File: config.mk
export PLATFORM = sky130hd
export DESIGN_NAME = decode_stage_flat
export DESIGN_NICKNAME = d
export VERILOG_FILES = /design/src/rtl/decode_pkg.sv /design/src/rtl/decode_stage_if.sv /design/src/rtl/decode_logic.sv /design/src/rtl/decode_stage.sv /design/src/flat_wrapper.sv
export SDC_FILE = /design/constraint.sdc
export NUM_CORES = 1
export LEC_CHECK = 0
export CAP_MARGIN = 5
export CORE_ASPECT_RATIO = 0.75
export CORE_MARGIN = 2
export CORE_UTILIZATION = 25
export DETAILED_ROUTE_END_ITERATION = 10
export PLACE_DENSITY = 0.46
export SLEW_MARGIN = 40
export SYNTH_ARGS = -nofsm -noshare
export SYNTH_HDL_FRONTEND = slang
export SYNTH_SLANG_ARGS = --single-unit
File: constraint.sdc
create_clock -name clk -period 3.65 [get_ports clk]
set_input_delay 1.095 -clock clk [delete_from_list [all_inputs] [get_ports clk]]
set_output_delay 1.095 -clock clk [all_outputs]
set_load 0.005 [all_outputs]
File: src/rtl/decode_pkg.sv
`default_nettype none
// +--------------------------------------------------------------------+
// | decode_pkg: RV32 decode constants, field encodings and ctrl_t.     |
// | Revision: 1.0                                                      |
// +--------------------------------------------------------------------+
package decode_pkg;

    localparam logic [6:0] c_opc_load    = 7'b0000011;
    localparam logic [6:0] c_opc_misc    = 7'b0001111;
    localparam logic [6:0] c_opc_op_imm  = 7'b0010011;
    localparam logic [6:0] c_opc_auipc   = 7'b0010111;
    localparam logic [6:0] c_opc_store   = 7'b0100011;
    localparam logic [6:0] c_opc_op      = 7'b0110011;
    localparam logic [6:0] c_opc_lui     = 7'b0110111;
    localparam logic [6:0] c_opc_branch  = 7'b1100011;
    localparam logic [6:0] c_opc_jalr    = 7'b1100111;
    localparam logic [6:0] c_opc_jal     = 7'b1101111;
    localparam logic [6:0] c_opc_system  = 7'b1110011;

    localparam logic [6:0] c_f7_base     = 7'b0000000;
    localparam logic [6:0] c_f7_alt      = 7'b0100000;
    localparam logic [6:0] c_f7_muldiv   = 7'b0000001;

    localparam logic [2:0] c_f3_beq      = 3'b000;
    localparam logic [2:0] c_f3_bne      = 3'b001;
    localparam logic [2:0] c_f3_blt      = 3'b100;
    localparam logic [2:0] c_f3_bge      = 3'b101;
    localparam logic [2:0] c_f3_bltu     = 3'b110;
    localparam logic [2:0] c_f3_bgeu     = 3'b111;

    localparam logic [2:0] c_alu_add     = 3'b000;
    localparam logic [2:0] c_alu_sub     = 3'b001;
    localparam logic [2:0] c_alu_slt     = 3'b010;
    localparam logic [2:0] c_alu_sltu    = 3'b011;

    typedef enum logic [2:0] {
        IMM_I = 3'b000,
        IMM_S = 3'b001,
        IMM_U = 3'b010,
        IMM_J = 3'b100,
        IMM_B = 3'b101
    } imm_sel_e;

    typedef enum logic [1:0] {
        REGD_MEM  = 2'b00,
        REGD_EXEC = 2'b01,
        REGD_IMM  = 2'b10,
        REGD_PC4  = 2'b11
    } regd_sel_e;

    typedef struct packed {
        logic [2:0] imm_sel;
        logic       src_a_sel;
        logic       src_b_sel;
        logic       alu_set;
        logic [2:0] alu_op;
        logic       exec_sel;
        logic       mem_write;
        logic       mem_en;
        logic       reg_write;
        logic [1:0] regd_sel;
        logic       jump;
        logic       branch;
        logic       branch_neg;
        logic       recode;
        logic       system;
        logic       csr;
        logic       muldiv;
        logic [2:0] muldiv_op;
        logic       illegal;
    } ctrl_t;

endpackage
`default_nettype wire

File: src/rtl/decode_stage_if.sv
`default_nettype none
// +--------------------------------------------------------------------+
// | decode_stage_if: upstream/downstream handshake of the decode stage.|
// | Revision: 1.0                                                      |
// +--------------------------------------------------------------------+
interface decode_stage_if
    import decode_pkg::*;
#(
    parameter int XLEN = 32
) ();
    logic            flush;
    logic            in_valid;
    logic            in_ready;
    logic [31:0]     in_instr;
    logic [XLEN-1:0] in_pc;
    logic            out_valid;
    logic            out_ready;
    ctrl_t           out_ctrl;
    logic [31:0]     out_instr;
    logic [XLEN-1:0] out_pc;

    modport master (
        output flush, in_valid, in_instr, in_pc, out_ready,
        input  in_ready, out_valid, out_ctrl, out_instr, out_pc
    );

    modport slave (
        input  flush, in_valid, in_instr, in_pc, out_ready,
        output in_ready, out_valid, out_ctrl, out_instr, out_pc
    );
endinterface
`default_nettype wire

File: src/rtl/decode_logic.sv
`default_nettype none
// +--------------------------------------------------------------------+
// | decode_logic: combinational RV32I/M/Zicsr instruction -> ctrl_t.   |
// | Revision: 1.0                                                      |
// +--------------------------------------------------------------------+
module decode_logic
    import decode_pkg::*;
#(
    parameter bit ENABLE_M     = 1'b1,
    parameter bit ENABLE_ZICSR = 1'b1
) (
    input  logic [31:0] i_instr,
    output ctrl_t       o_ctrl
);
    logic [6:0] w_opcode;
    logic [2:0] w_funct3;
    logic [6:0] w_funct7;
    logic       w_f7_std;
    logic       w_shift;
    logic       w_illegal;
    ctrl_t      w_ctrl;
    logic       w_unused;

    assign w_opcode = i_instr[6:0];
    assign w_funct3 = i_instr[14:12];
    assign w_funct7 = i_instr[31:25];
    assign w_f7_std = (w_funct7 == c_f7_base) || (w_funct7 == c_f7_alt);
    assign w_shift  = (w_funct3[1:0] == 2'b01);
    assign w_unused = ^{i_instr[24:15], i_instr[11:7]};

    always_comb begin
        w_ctrl    = '0;
        w_illegal = 1'b0;
        case (w_opcode)
            c_opc_op_imm: begin
                w_ctrl.imm_sel   = IMM_I;
                w_ctrl.src_a_sel = 1'b1;
                w_ctrl.src_b_sel = 1'b1;
                w_ctrl.exec_sel  = w_shift;
                w_ctrl.reg_write = 1'b1;
                w_ctrl.regd_sel  = REGD_EXEC;
                w_illegal        = w_shift && !w_f7_std;
            end
            c_opc_op: begin
                if (w_f7_std) begin
                    w_ctrl.src_a_sel = 1'b1;
                    w_ctrl.exec_sel  = w_shift;
                    w_ctrl.recode    = 1'b1;
                    w_ctrl.reg_write = 1'b1;
                    w_ctrl.regd_sel  = REGD_EXEC;
                    // Only SUB and SRA use the alternate funct7
                    w_illegal = (w_funct7 == c_f7_alt) &&
                                (w_funct3 != 3'b000) && (w_funct3 != 3'b101);
                end else if ((w_funct7 == c_f7_muldiv) && ENABLE_M) begin
                    w_ctrl.muldiv    = 1'b1;
                    w_ctrl.muldiv_op = w_funct3;
                    w_ctrl.reg_write = 1'b1;
                    w_ctrl.regd_sel  = REGD_EXEC;
                end else begin
                    w_illegal = 1'b1;
                end
            end
            c_opc_lui: begin
                w_ctrl.imm_sel   = IMM_U;
                w_ctrl.reg_write = 1'b1;
                w_ctrl.regd_sel  = REGD_IMM;
            end
            c_opc_auipc: begin
                w_ctrl.imm_sel   = IMM_U;
                w_ctrl.src_b_sel = 1'b1;
                w_ctrl.alu_set   = 1'b1;
                w_ctrl.alu_op    = c_alu_add;
                w_ctrl.reg_write = 1'b1;
                w_ctrl.regd_sel  = REGD_EXEC;
            end
            c_opc_load: begin
                w_ctrl.imm_sel   = IMM_I;
                w_ctrl.alu_set   = 1'b1;
                w_ctrl.alu_op    = c_alu_add;
                w_ctrl.mem_en    = 1'b1;
                w_ctrl.reg_write = 1'b1;
                w_ctrl.regd_sel  = REGD_MEM;
                w_illegal = (w_funct3 == 3'b011) || (w_funct3 == 3'b110) ||
                            (w_funct3 == 3'b111);
            end
            c_opc_store: begin
                w_ctrl.imm_sel   = IMM_S;
                w_ctrl.alu_set   = 1'b1;
                w_ctrl.alu_op    = c_alu_add;
                w_ctrl.mem_en    = 1'b1;
                w_ctrl.mem_write = 1'b1;
                w_illegal        = (w_funct3 > 3'b010);
            end
            c_opc_jal: begin
                w_ctrl.imm_sel   = IMM_J;
                w_ctrl.src_b_sel = 1'b1;
                w_ctrl.alu_set   = 1'b1;
                w_ctrl.alu_op    = c_alu_add;
                w_ctrl.jump      = 1'b1;
                w_ctrl.reg_write = 1'b1;
                w_ctrl.regd_sel  = REGD_PC4;
            end
            c_opc_jalr: begin
                w_ctrl.imm_sel   = IMM_I;
                w_ctrl.src_a_sel = 1'b1;
                w_ctrl.src_b_sel = 1'b1;
                w_ctrl.alu_set   = 1'b1;
                w_ctrl.alu_op    = c_alu_add;
                w_ctrl.jump      = 1'b1;
                w_ctrl.reg_write = 1'b1;
                w_ctrl.regd_sel  = REGD_PC4;
                w_illegal        = (w_funct3 != 3'b000);
            end
            c_opc_branch: begin
                w_ctrl.imm_sel   = IMM_B;
                w_ctrl.src_a_sel = 1'b1;
                w_ctrl.branch    = 1'b1;
                w_ctrl.alu_set   = 1'b1;
                case (w_funct3)
                    c_f3_beq:  w_ctrl.alu_op = c_alu_sub;
                    c_f3_bne:  begin w_ctrl.alu_op = c_alu_sub;  w_ctrl.branch_neg = 1'b1; end
                    c_f3_blt:  begin w_ctrl.alu_op = c_alu_slt;  w_ctrl.branch_neg = 1'b1; end
                    c_f3_bge:  w_ctrl.alu_op = c_alu_slt;
                    c_f3_bltu: begin w_ctrl.alu_op = c_alu_sltu; w_ctrl.branch_neg = 1'b1; end
                    c_f3_bgeu: w_ctrl.alu_op = c_alu_sltu;
                    default:   w_illegal = 1'b1;
                endcase
            end
            c_opc_misc: begin
                w_ctrl = '0;
            end
            c_opc_system: begin
                w_ctrl.system = 1'b1;
                if (w_funct3 != 3'b000) begin
                    if (ENABLE_ZICSR) begin
                        w_ctrl.csr       = 1'b1;
                        w_ctrl.reg_write = 1'b1;
                        w_ctrl.regd_sel  = REGD_EXEC;
                    end else begin
                        w_illegal = 1'b1;
                    end
                end
            end
            default: w_illegal = 1'b1;
        endcase

        if (w_illegal) begin
            w_ctrl         = '0;
            w_ctrl.illegal = 1'b1;
            w_ctrl.system  = 1'b1;
        end
    end

    assign o_ctrl = w_ctrl;
endmodule
`default_nettype wire

File: src/rtl/decode_stage.sv
`default_nettype none
// +--------------------------------------------------------------------+
// | decode_stage: registered decode with a 2-entry skid buffer.        |
// | Revision: 1.0                                                      |
// +--------------------------------------------------------------------+
module decode_stage
    import decode_pkg::*;
#(
    parameter int XLEN         = 32,
    parameter bit ENABLE_M     = 1'b1,
    parameter bit ENABLE_ZICSR = 1'b1
) (
    input  logic           clk,
    input  logic           rst_n,
    decode_stage_if.slave  bus
);
    logic            r_main_valid;
    logic            r_skid_valid;
    ctrl_t           r_main_ctrl;
    ctrl_t           r_skid_ctrl;
    logic [31:0]     r_main_instr;
    logic [31:0]     r_skid_instr;
    logic [XLEN-1:0] r_main_pc;
    logic [XLEN-1:0] r_skid_pc;
    ctrl_t           w_dec_ctrl;
    logic            w_accept;
    logic            w_xfer;

    decode_logic #(
        .ENABLE_M     (ENABLE_M),
        .ENABLE_ZICSR (ENABLE_ZICSR)
    ) u_decode_logic (
        .i_instr (bus.in_instr),
        .o_ctrl  (w_dec_ctrl)
    );

    // in_ready depends only on skid occupancy, never on out_ready
    assign w_accept = bus.in_valid && !r_skid_valid;
    assign w_xfer   = r_main_valid && bus.out_ready;

    always_ff @(posedge clk) begin
        if (!rst_n) begin
            r_main_valid <= 1'b0;
            r_skid_valid <= 1'b0;
            r_main_ctrl  <= '0;
            r_skid_ctrl  <= '0;
            r_main_instr <= '0;
            r_skid_instr <= '0;
            r_main_pc    <= '0;
            r_skid_pc    <= '0;
        end else if (bus.flush) begin
            r_main_valid <= 1'b0;
            r_skid_valid <= 1'b0;
        end else if (w_xfer && r_skid_valid) begin
            r_main_ctrl  <= r_skid_ctrl;
            r_main_instr <= r_skid_instr;
            r_main_pc    <= r_skid_pc;
            r_main_valid <= 1'b1;
            r_skid_valid <= 1'b0;
        end else if (w_accept && (!r_main_valid || w_xfer)) begin
            r_main_ctrl  <= w_dec_ctrl;
            r_main_instr <= bus.in_instr;
            r_main_pc    <= bus.in_pc;
            r_main_valid <= 1'b1;
        end else if (w_accept) begin
            r_skid_ctrl  <= w_dec_ctrl;
            r_skid_instr <= bus.in_instr;
            r_skid_pc    <= bus.in_pc;
            r_skid_valid <= 1'b1;
        end else if (w_xfer) begin
            r_main_valid <= 1'b0;
        end
    end

    assign bus.in_ready  = !r_skid_valid;
    assign bus.out_valid = r_main_valid;
    assign bus.out_ctrl  = r_main_ctrl;
    assign bus.out_instr = r_main_instr;
    assign bus.out_pc    = r_main_pc;
endmodule
`default_nettype wire

File: src/flat_wrapper.sv
// flat-port wrapper written by rule: the top's interface ports become plain ports
module decode_stage_flat import decode_pkg::*;
#(
    parameter int XLEN         = 32,
    parameter bit ENABLE_M     = 1'b1,
    parameter bit ENABLE_ZICSR = 1'b1
)
  (clk, rst_n, bus_flush, bus_in_valid, bus_in_instr, bus_in_pc, bus_out_ready, bus_in_ready, bus_out_valid, bus_out_ctrl, bus_out_instr, bus_out_pc);
  decode_stage_if #(.XLEN(XLEN)) bus_i ();
  input  logic clk;
  input  logic rst_n;
  input wire logic [$bits(bus_i.flush)-1:0] bus_flush;
  input wire logic [$bits(bus_i.in_valid)-1:0] bus_in_valid;
  input wire logic [$bits(bus_i.in_instr)-1:0] bus_in_instr;
  input wire logic [$bits(bus_i.in_pc)-1:0] bus_in_pc;
  input wire logic [$bits(bus_i.out_ready)-1:0] bus_out_ready;
  output wire logic [$bits(bus_i.in_ready)-1:0] bus_in_ready;
  output wire logic [$bits(bus_i.out_valid)-1:0] bus_out_valid;
  output wire logic [$bits(bus_i.out_ctrl)-1:0] bus_out_ctrl;
  output wire logic [$bits(bus_i.out_instr)-1:0] bus_out_instr;
  output wire logic [$bits(bus_i.out_pc)-1:0] bus_out_pc;
  assign bus_i.flush = bus_flush;
  assign bus_i.in_valid = bus_in_valid;
  assign bus_i.in_instr = bus_in_instr;
  assign bus_i.in_pc = bus_in_pc;
  assign bus_i.out_ready = bus_out_ready;
  assign bus_in_ready = bus_i.in_ready;
  assign bus_out_valid = bus_i.out_valid;
  assign bus_out_ctrl = bus_i.out_ctrl;
  assign bus_out_instr = bus_i.out_instr;
  assign bus_out_pc = bus_i.out_pc;
  decode_stage #(.XLEN(XLEN), .ENABLE_M(ENABLE_M), .ENABLE_ZICSR(ENABLE_ZICSR)) u_core (.clk(clk), .rst_n(rst_n), .bus(bus_i));
endmodule
==> results of run 1 <==
==> stage by stage <==
stage               hold WS [ns]  setup WS, ns  instance area (µm²)  std cells
floorplan                 0.4159         1.069                 7884        962
global placement          0.4275        0.2970                 9991       1477
detailed placement        0.4320        0.3180                 9991       1477
CTS                       0.4408        0.8005                10640       1509
global route              0.4737        0.5880                10640       1509
finish                    0.4389        0.7342                10650       1511
==> synth_stat cells, types with 4 or more instances <==
master	count	area (µm²)
a21boi_0	66	495.5
a21oi_1	30	150.1
a221oi_1	4	35.03
a31oi_1	4	25.02
buf_1	9	33.78
buf_2	23	115.1
buf_4	5	37.54
clkbuf_1	50	187.7
dfxtp_1	180	3603
inv_1	6	22.52
nand2_1	291	1092
nand2b_1	5	31.28
nand3_1	78	390.4
nor2_1	17	63.81
nor2b_1	7	43.79
nor3_1	7	35.03
o211a_1	70	700.7
o211ai_1	11	82.58
o21ai_0	29	145.1
o31ai_1	4	30.03
==> power groups by stage <==
stage	Clock (W)	Sequential, W	Combinational [W]
6_report	0.00207	0.00208	0.000539
5_1_grt	0.00223	0.00209	0.000589
4_1_cts	0.00215	0.00209	0.000547
3_5_place_dp	0	0.00213	0.000544
3_3_place_gp	0	0.00213	0.000545
2_1_floorplan	0	0.00213	0.000223
==> cell families (layout without fill, tap and decap cells) <==
family                    after synthesis  in the layout  synth area share
and+or+nand+nor                       439            439            0.2463
AOI/OAI and AO/OA                     243            243            0.2389
xor gates and xnor gates                3              3          0.003333
other                                   1              3         0.0004757
buffers and inverters                  95            236           0.05269
DFF                                   180            180            0.4571
muxes                                   1              1          0.001270
==> placed cells by master, fill, tap and decap left out, types with 6 or more instances in the layout <==
| master | count |
|---|---|
| a21boi_0 | 66 |
| o211a_1 | 70 |
| nor2b_1 | 7 |
| o211ai_1 | 11 |
| clkdlybuf4s50_1 | 158 |
| a21oi_1 | 30 |
| buf_12 | 6 |
| inv_1 | 6 |
| dfxtp_1 | 180 |
| nand2_1 | 291 |
| o21ai_0 | 29 |
| buf_4 | 34 |
| clkbuf_16 | 17 |
| nand3_1 | 77 |
| nor3_1 | 6 |
| nor2_1 | 17 |
==> registers in the layout, indices dropped and copies added (netlist names) <==
signal,flops
u_core.bus.out_instr,32
u_core.r_skid_instr,32
u_core.r_skid_valid,1
u_core.bus.out_ctrl,25
u_core.r_skid_pc,32
u_core.r_skid_ctrl,25
u_core.bus.out_valid,1
u_core.bus.out_pc,32
==> layer usage <==
metal | share of wire | global-route usage | vias up | routed length [µm]
met5 | 0.0012 | 0 | - | 30
met4 | 0.0099 | 0.03946 | 4 | 250
met2 | 0.42 | 0.2300 | 153 | 10610
li1 | - | - | 3602 | -
met1 | 0.50 | 0.2128 | 3358 | 12540
met3 | 0.068 | 0.05416 | 22 | 1708
==> final timing paths <==
path                                             from                      end  slack (ns)
worst min register to register  u_core.r_skid_ctrl[7]    u_core.r_skid_ctrl[7]        0.44
worst max register to register   u_core.bus.out_valid    u_core.r_skid_ctrl[5]        1.64
worst min-delay path            u_core.r_skid_ctrl[7]    u_core.r_skid_ctrl[7]        0.44
worst max-delay path                  bus_in_instr[5]  u_core.bus.out_ctrl[14]        0.73
==> tightest hold or removal path: stages (launching register included) <==
cell and delay, ns:
dfxtp_1 0.31, nand2_1 0.05, nand2_1 0.04
==> final cells by class <==
class,instances,area [µm²]
fill,3262,20530
multi-input combinational,687,3900
sequential,180,3603
timing repair buffer,198,1957
tap,406,508.0
clock buffer,17,425.4
clock inverter,15,227.7
inverter,6,22.52
antenna,2,5.005
==> impl_metrics.env, run 1 <==
export IMPL_outcome="finished, final reports clean"
export IMPL_yosys_warnings=0
export IMPL_hold_viol=0
export IMPL_grt_pass1_vias=6875
export IMPL_root_buffer="clkbuf_16"
export IMPL_clk_latency_ns=0.44
export IMPL_wirelength_um=25140
export IMPL_critical_path_n_buffers_inverters=2
export IMPL_initial_core_util=0.2528
export IMPL_ir_drop_mv=0.2912
export IMPL_p_int_w=0.003558
export IMPL_h_tree_depth=4
export IMPL_net_switching_power_w=0.001138
export IMPL_post_route_period_util=0.7988
export IMPL_cts_buffers=17
export IMPL_slowest_stage="clkdlybuf4s50_1"
export IMPL_power_leakage_nw=4.390
export IMPL_powerDensity_mw_per_mm2=441.0
export IMPL_tns_ns=0
export IMPL_yosysSeqAreaShare=0.4571
export IMPL_syn_num_nets=1031
export IMPL_antenna_found_initial=4
export IMPL_ctsHoldBuffers=0
export IMPL_cts_buffer_depth=2
export IMPL_grt_use_total=0.1548
export IMPL_synth_cells=962
export IMPL_numPortBuffers=159
export IMPL_layout_min_cycle_time_ns=2.916
export IMPL_combPwrFrac=0.115
export IMPL_fmax_mhz=343.0
export IMPL_grt_max_degree=85
export IMPL_hpwl_um=16620
export IMPL_first_pass_iters=5
export IMPL_ios=161
export IMPL_slew_headroom=0.5894
export IMPL_crit_family="buffers and inverters"
export IMPL_synth_area_mm2=0.007884
export IMPL_ys_ff_latch=180
export IMPL_vias_per_cell=4.725
export IMPL_num_rows=56
export IMPL_power_w=0.004696
export IMPL_holdPathStages=2
export IMPL_final_setup_skew_ns=0.007462
export IMPL_drive_gt1_frac=0.08250
export IMPL_clkTransAtPathRegs_ns=0.07
export IMPL_maxCapViolCount=0
export IMPL_fp_dieW_um=209.1
export IMPL_worst_pin_slew_ns=0.6158
export IMPL_drc_errors=0
export IMPL_cts_resized=0
export IMPL_ant_nets=0
export IMPL_pwr_share_clk=0.441
export IMPL_synthFlopType="dfxtp_1"
export IMPL_worstSetupEndpointType="register"
export IMPL_crit_arrival_ns=3.25
export IMPL_max_stage_delay_ns=0.73
export IMPL_synth_async_reset_ratio=0
export IMPL_critPathKind="in -> reg"
export IMPL_die_h_um=157.8
export IMPL_setup_viol=0
export IMPL_rr_worst_depth=6
export IMPL_utilization=0.3415
export IMPL_nets=1159
export IMPL_drt_iter0_drc=418
export IMPL_post_cts_buffers=0
export IMPL_clock_sinks=180
export IMPL_vias=7139
export IMPL_place_congestion=0.8176
export IMPL_overflow=0
export IMPL_syn2layout_area_growth_pct=35.07
export IMPL_cp_num_cells=8
export IMPL_cp_start_kind="input port"
export IMPL_rsz0062_at_grt="no"
export IMPL_switching_share=0.2423
export IMPL_crit_chain="clkdlybuf4s50_1 > nand2b_1 > nor2_1 > a221o_1 > nor3_2 > buf_4 > a32oi_1 > a21oi_1"
export IMPL_pwr_share_seq=0.444
export IMPL_synth_cell_types=62
export IMPL_grt_pass1_wl_um=39560
export IMPL_synth_edf_count=0
export IMPL_wl_per_cell_um=16.64
export IMPL_hold_path_class="reg -> reg"
export IMPL_dieArea_mm2=0.03299
export IMPL_core_mm2=0.03118
export IMPL_drv_slew=0
export IMPL_cts_tree="yes"
export IMPL_worstPathRequired_ns=3.98
export IMPL_worst_path_max_fanout=13
export IMPL_synth_avg_cell_area_um2=8.195
No activity file was read; power rests on OpenSTA's default activity.
==> run 2, diff against run 1 <==
--- a/config.mk
+++ b/config.mk
@@ -10,7 +10,7 @@
 export CORE_MARGIN = 2
 export CORE_UTILIZATION = 25
 export DETAILED_ROUTE_END_ITERATION = 10
-export PLACE_DENSITY = 0.46
+export PLACE_DENSITY = 0.47
 export SLEW_MARGIN = 40
 export SYNTH_ARGS = -nofsm -noshare
 export SYNTH_HDL_FRONTEND = slang
==> constraint.sdc (replaced) <==
create_clock -name clk -period 2.4 [get_ports clk]
set_input_delay 0.72 -clock clk [delete_from_list [all_inputs] [get_ports clk]]
set_output_delay 0.72 -clock clk [all_outputs]
set_load 0.005 [all_outputs]
==> run 2 against run 1 <==
Clock skew is essentially flat. Critical endpoint is now u_core.r_skid_ctrl[23]. Die area is the same. Cell area grew 6.8%.
==> impl_metrics.env, run 2 (synthesis gave the netlist of run 1 again) <==
export IMPL_cp_start_kind="input port"
export IMPL_p_int_w=0.005156
export IMPL_dp_cells=1557
export IMPL_pwr_share_seq=0.459
export IMPL_final_cell_mix="nand2_1, dfxtp_1, clkdlybuf4s50_1"
export IMPL_cts_tree="yes"
export IMPL_core_mm2=0.03118
export IMPL_worst_pin_slew_ns=0.5125
export IMPL_layout_min_cycle_time_ns=2.355
export IMPL_grt_max_degree=107
export IMPL_outcome="finished, final reports clean"
export IMPL_overflow=0
export IMPL_ant_nets=0
export IMPL_nFillCells=3226
export IMPL_h_tree_depth=4
export IMPL_antenna_found_initial=4
export IMPL_placed_cell_area_mm2=0.01068
export IMPL_fp_dieW_um=209.1
export IMPL_maxCapViolCount=0
export IMPL_power_leakage_nw=4.867
export IMPL_grt_pass1_vias=7125
export IMPL_final_setup_skew_ns=0.007299
export IMPL_cts_buffers=17
export IMPL_ctsHoldBuffers=0
export IMPL_drt_iter0_drc=505
export IMPL_first_pass_iters=5
export IMPL_switching_share=0.2541
export IMPL_fmax_mhz=424.6
export IMPL_drive_gt1_frac=0.1520
export IMPL_hold_viol=0
export IMPL_setup_viol=0
export IMPL_clock_sinks=180
export IMPL_worst_path_max_fanout=4
export IMPL_clkTransAtPathRegs_ns=0.07
export IMPL_root_buffer="clkbuf_16"
export IMPL_vias=7450
export IMPL_nets=1240
export IMPL_pwr_share_clk=0.411
export IMPL_post_route_period_util=0.9814
export IMPL_cts_buffer_depth=2
export IMPL_fin_area_mm2=0.01138
export IMPL_initial_core_util=0.2528
export IMPL_vias_per_cell=4.680
export IMPL_crit_chain="clkdlybuf4s50_1 > o31a_1 > a221o_1 > buf_6 > nor4_4 > buf_4 > a41o_1"
export IMPL_drv_slew=0
export IMPL_slew_headroom=0.6584
export IMPL_worstSetupEndpointType="register"
export IMPL_ir_drop_mv=0.4644
export IMPL_final_cell_count_no_fill=1592
export IMPL_die_h_um=157.8
export IMPL_grt_use_total=0.1572
export IMPL_hold_path_class="reg -> reg"
export IMPL_critical_path_n_buffers_inverters=3
export IMPL_max_stage_delay_ns=0.49
export IMPL_num_rows=56
export IMPL_combPwrFrac=0.131
export IMPL_critPathKind="in -> reg"
export IMPL_slowest_stage="clkdlybuf4s50_1"
export IMPL_numPortBuffers=159
export IMPL_wirelength_um=25470
export IMPL_net_switching_power_w=0.001756
export IMPL_clk_latency_ns=0.45
export IMPL_wl_per_cell_um=16.00
export IMPL_tns_ns=0
export IMPL_final_common_cell="nand2_1"
export IMPL_powerDensity_mw_per_mm2=607.7
export IMPL_hpwl_um=17670
export IMPL_drc_errors=0
export IMPL_dieArea_mm2=0.03299
export IMPL_place_congestion=0.8128
export IMPL_crit_arrival_ns=2.75
export IMPL_ios=161
export IMPL_rsz0062_at_grt="no"
export IMPL_worstPathRequired_ns=2.79
export IMPL_syn2layout_area_growth_pct=44.29
export IMPL_grt_pass1_wl_um=40460
export IMPL_crit_family="compound AO/OA/AOI/OAI gates"
run 2: cell types whose count changed in the layout (fill, tap and decap cells not counted), sizes merged:
cell,before,now
clkinv,5,3
clkdlybuf4s50,158,148
dlygate4sd2,0,2
dlymetal6s2s,0,8
clkinvlp,2,7
buf,40,121
bufinv,5,2
run 2: worst paths after layout:
check	start	end	slack (ns)	depth (start not counted)
setup reg to reg	u_core.bus.out_valid	u_core.r_skid_ctrl[10]	0.55	5
hold reg to reg	u_core.r_skid_ctrl[9]	u_core.r_skid_ctrl[9]	0.44	2
setup / recovery	bus_in_instr[25]	u_core.r_skid_ctrl[23]	0.04	7
hold / removal	u_core.r_skid_ctrl[9]	u_core.r_skid_ctrl[9]	0.44	2
run 2: worst register-to-register path, stage by stage (launching register included):
cell	delay, ns
dfxtp_1	0.50
nand2_1	0.11
or4_4	0.50
and2_1	0.35
nand2_1	0.19
o31ai_4	0.08
run 2: cell type report:
cell class | instances | area [µm²] | share of cell area
multi-input combinational | 687 | 3971 | 0.3491
clock inverter | 15 | 157.7 | 0.01386
tap | 406 | 508.0 | 0.04465
antenna | 2 | 5.005 | 0.0004399
clock buffer | 17 | 425.4 | 0.03740
timing repair buffer | 279 | 2681 | 0.2357
inverter | 6 | 22.52 | 0.001980
sequential | 180 | 3605 | 0.3169
run 2: repair_timing:
item / CTS / global route
setup buffers: 0 / 1
endpoints found under the setup margin: 20 / 36
resized for setup: 6 / 21
hold endpoints to repair: 0 / 0
pin swaps: 1 / 9
run 2: metrics by stage:
stage	setup WS [ns]	hold slack, ns	utilization	total power [W]
3_5_place_dp	-0.6277	0.4319	0.3425	0.004142
6_report	0.04462	0.4449	0.3648	0.006913
5_1_grt	0.002279	0.4828	0.3647	0.007245
4_1_cts	0.01859	0.4433	0.3618	0.007038
2_1_floorplan	0.1935	0.4159	-	0.003575
3_3_place_gp	-0.6533	0.4266	0.3425	0.004141
run 2: metal layers:
metal	GRT usage	up-vias	share of wire
li1	-	3762	-
met4	0.04592	4	0.010
met1	0.2227	3488	0.51
met5	0	-	0.0012
met3	0.05098	23	0.069
met2	0.2254	173	0.41
run 2: power groups by stage:
stage	combinational (W)	sequential [W]	clock [W]
2_1_floorplan	0.000340	0.00323	0
3_3_place_gp	0.000901	0.00324	0
3_5_place_dp	0.000903	0.00324	0
4_1_cts	0.000909	0.00317	0.00296
5_1_grt	0.000987	0.00318	0.00307
6_report	0.000904	0.00317	0.00284
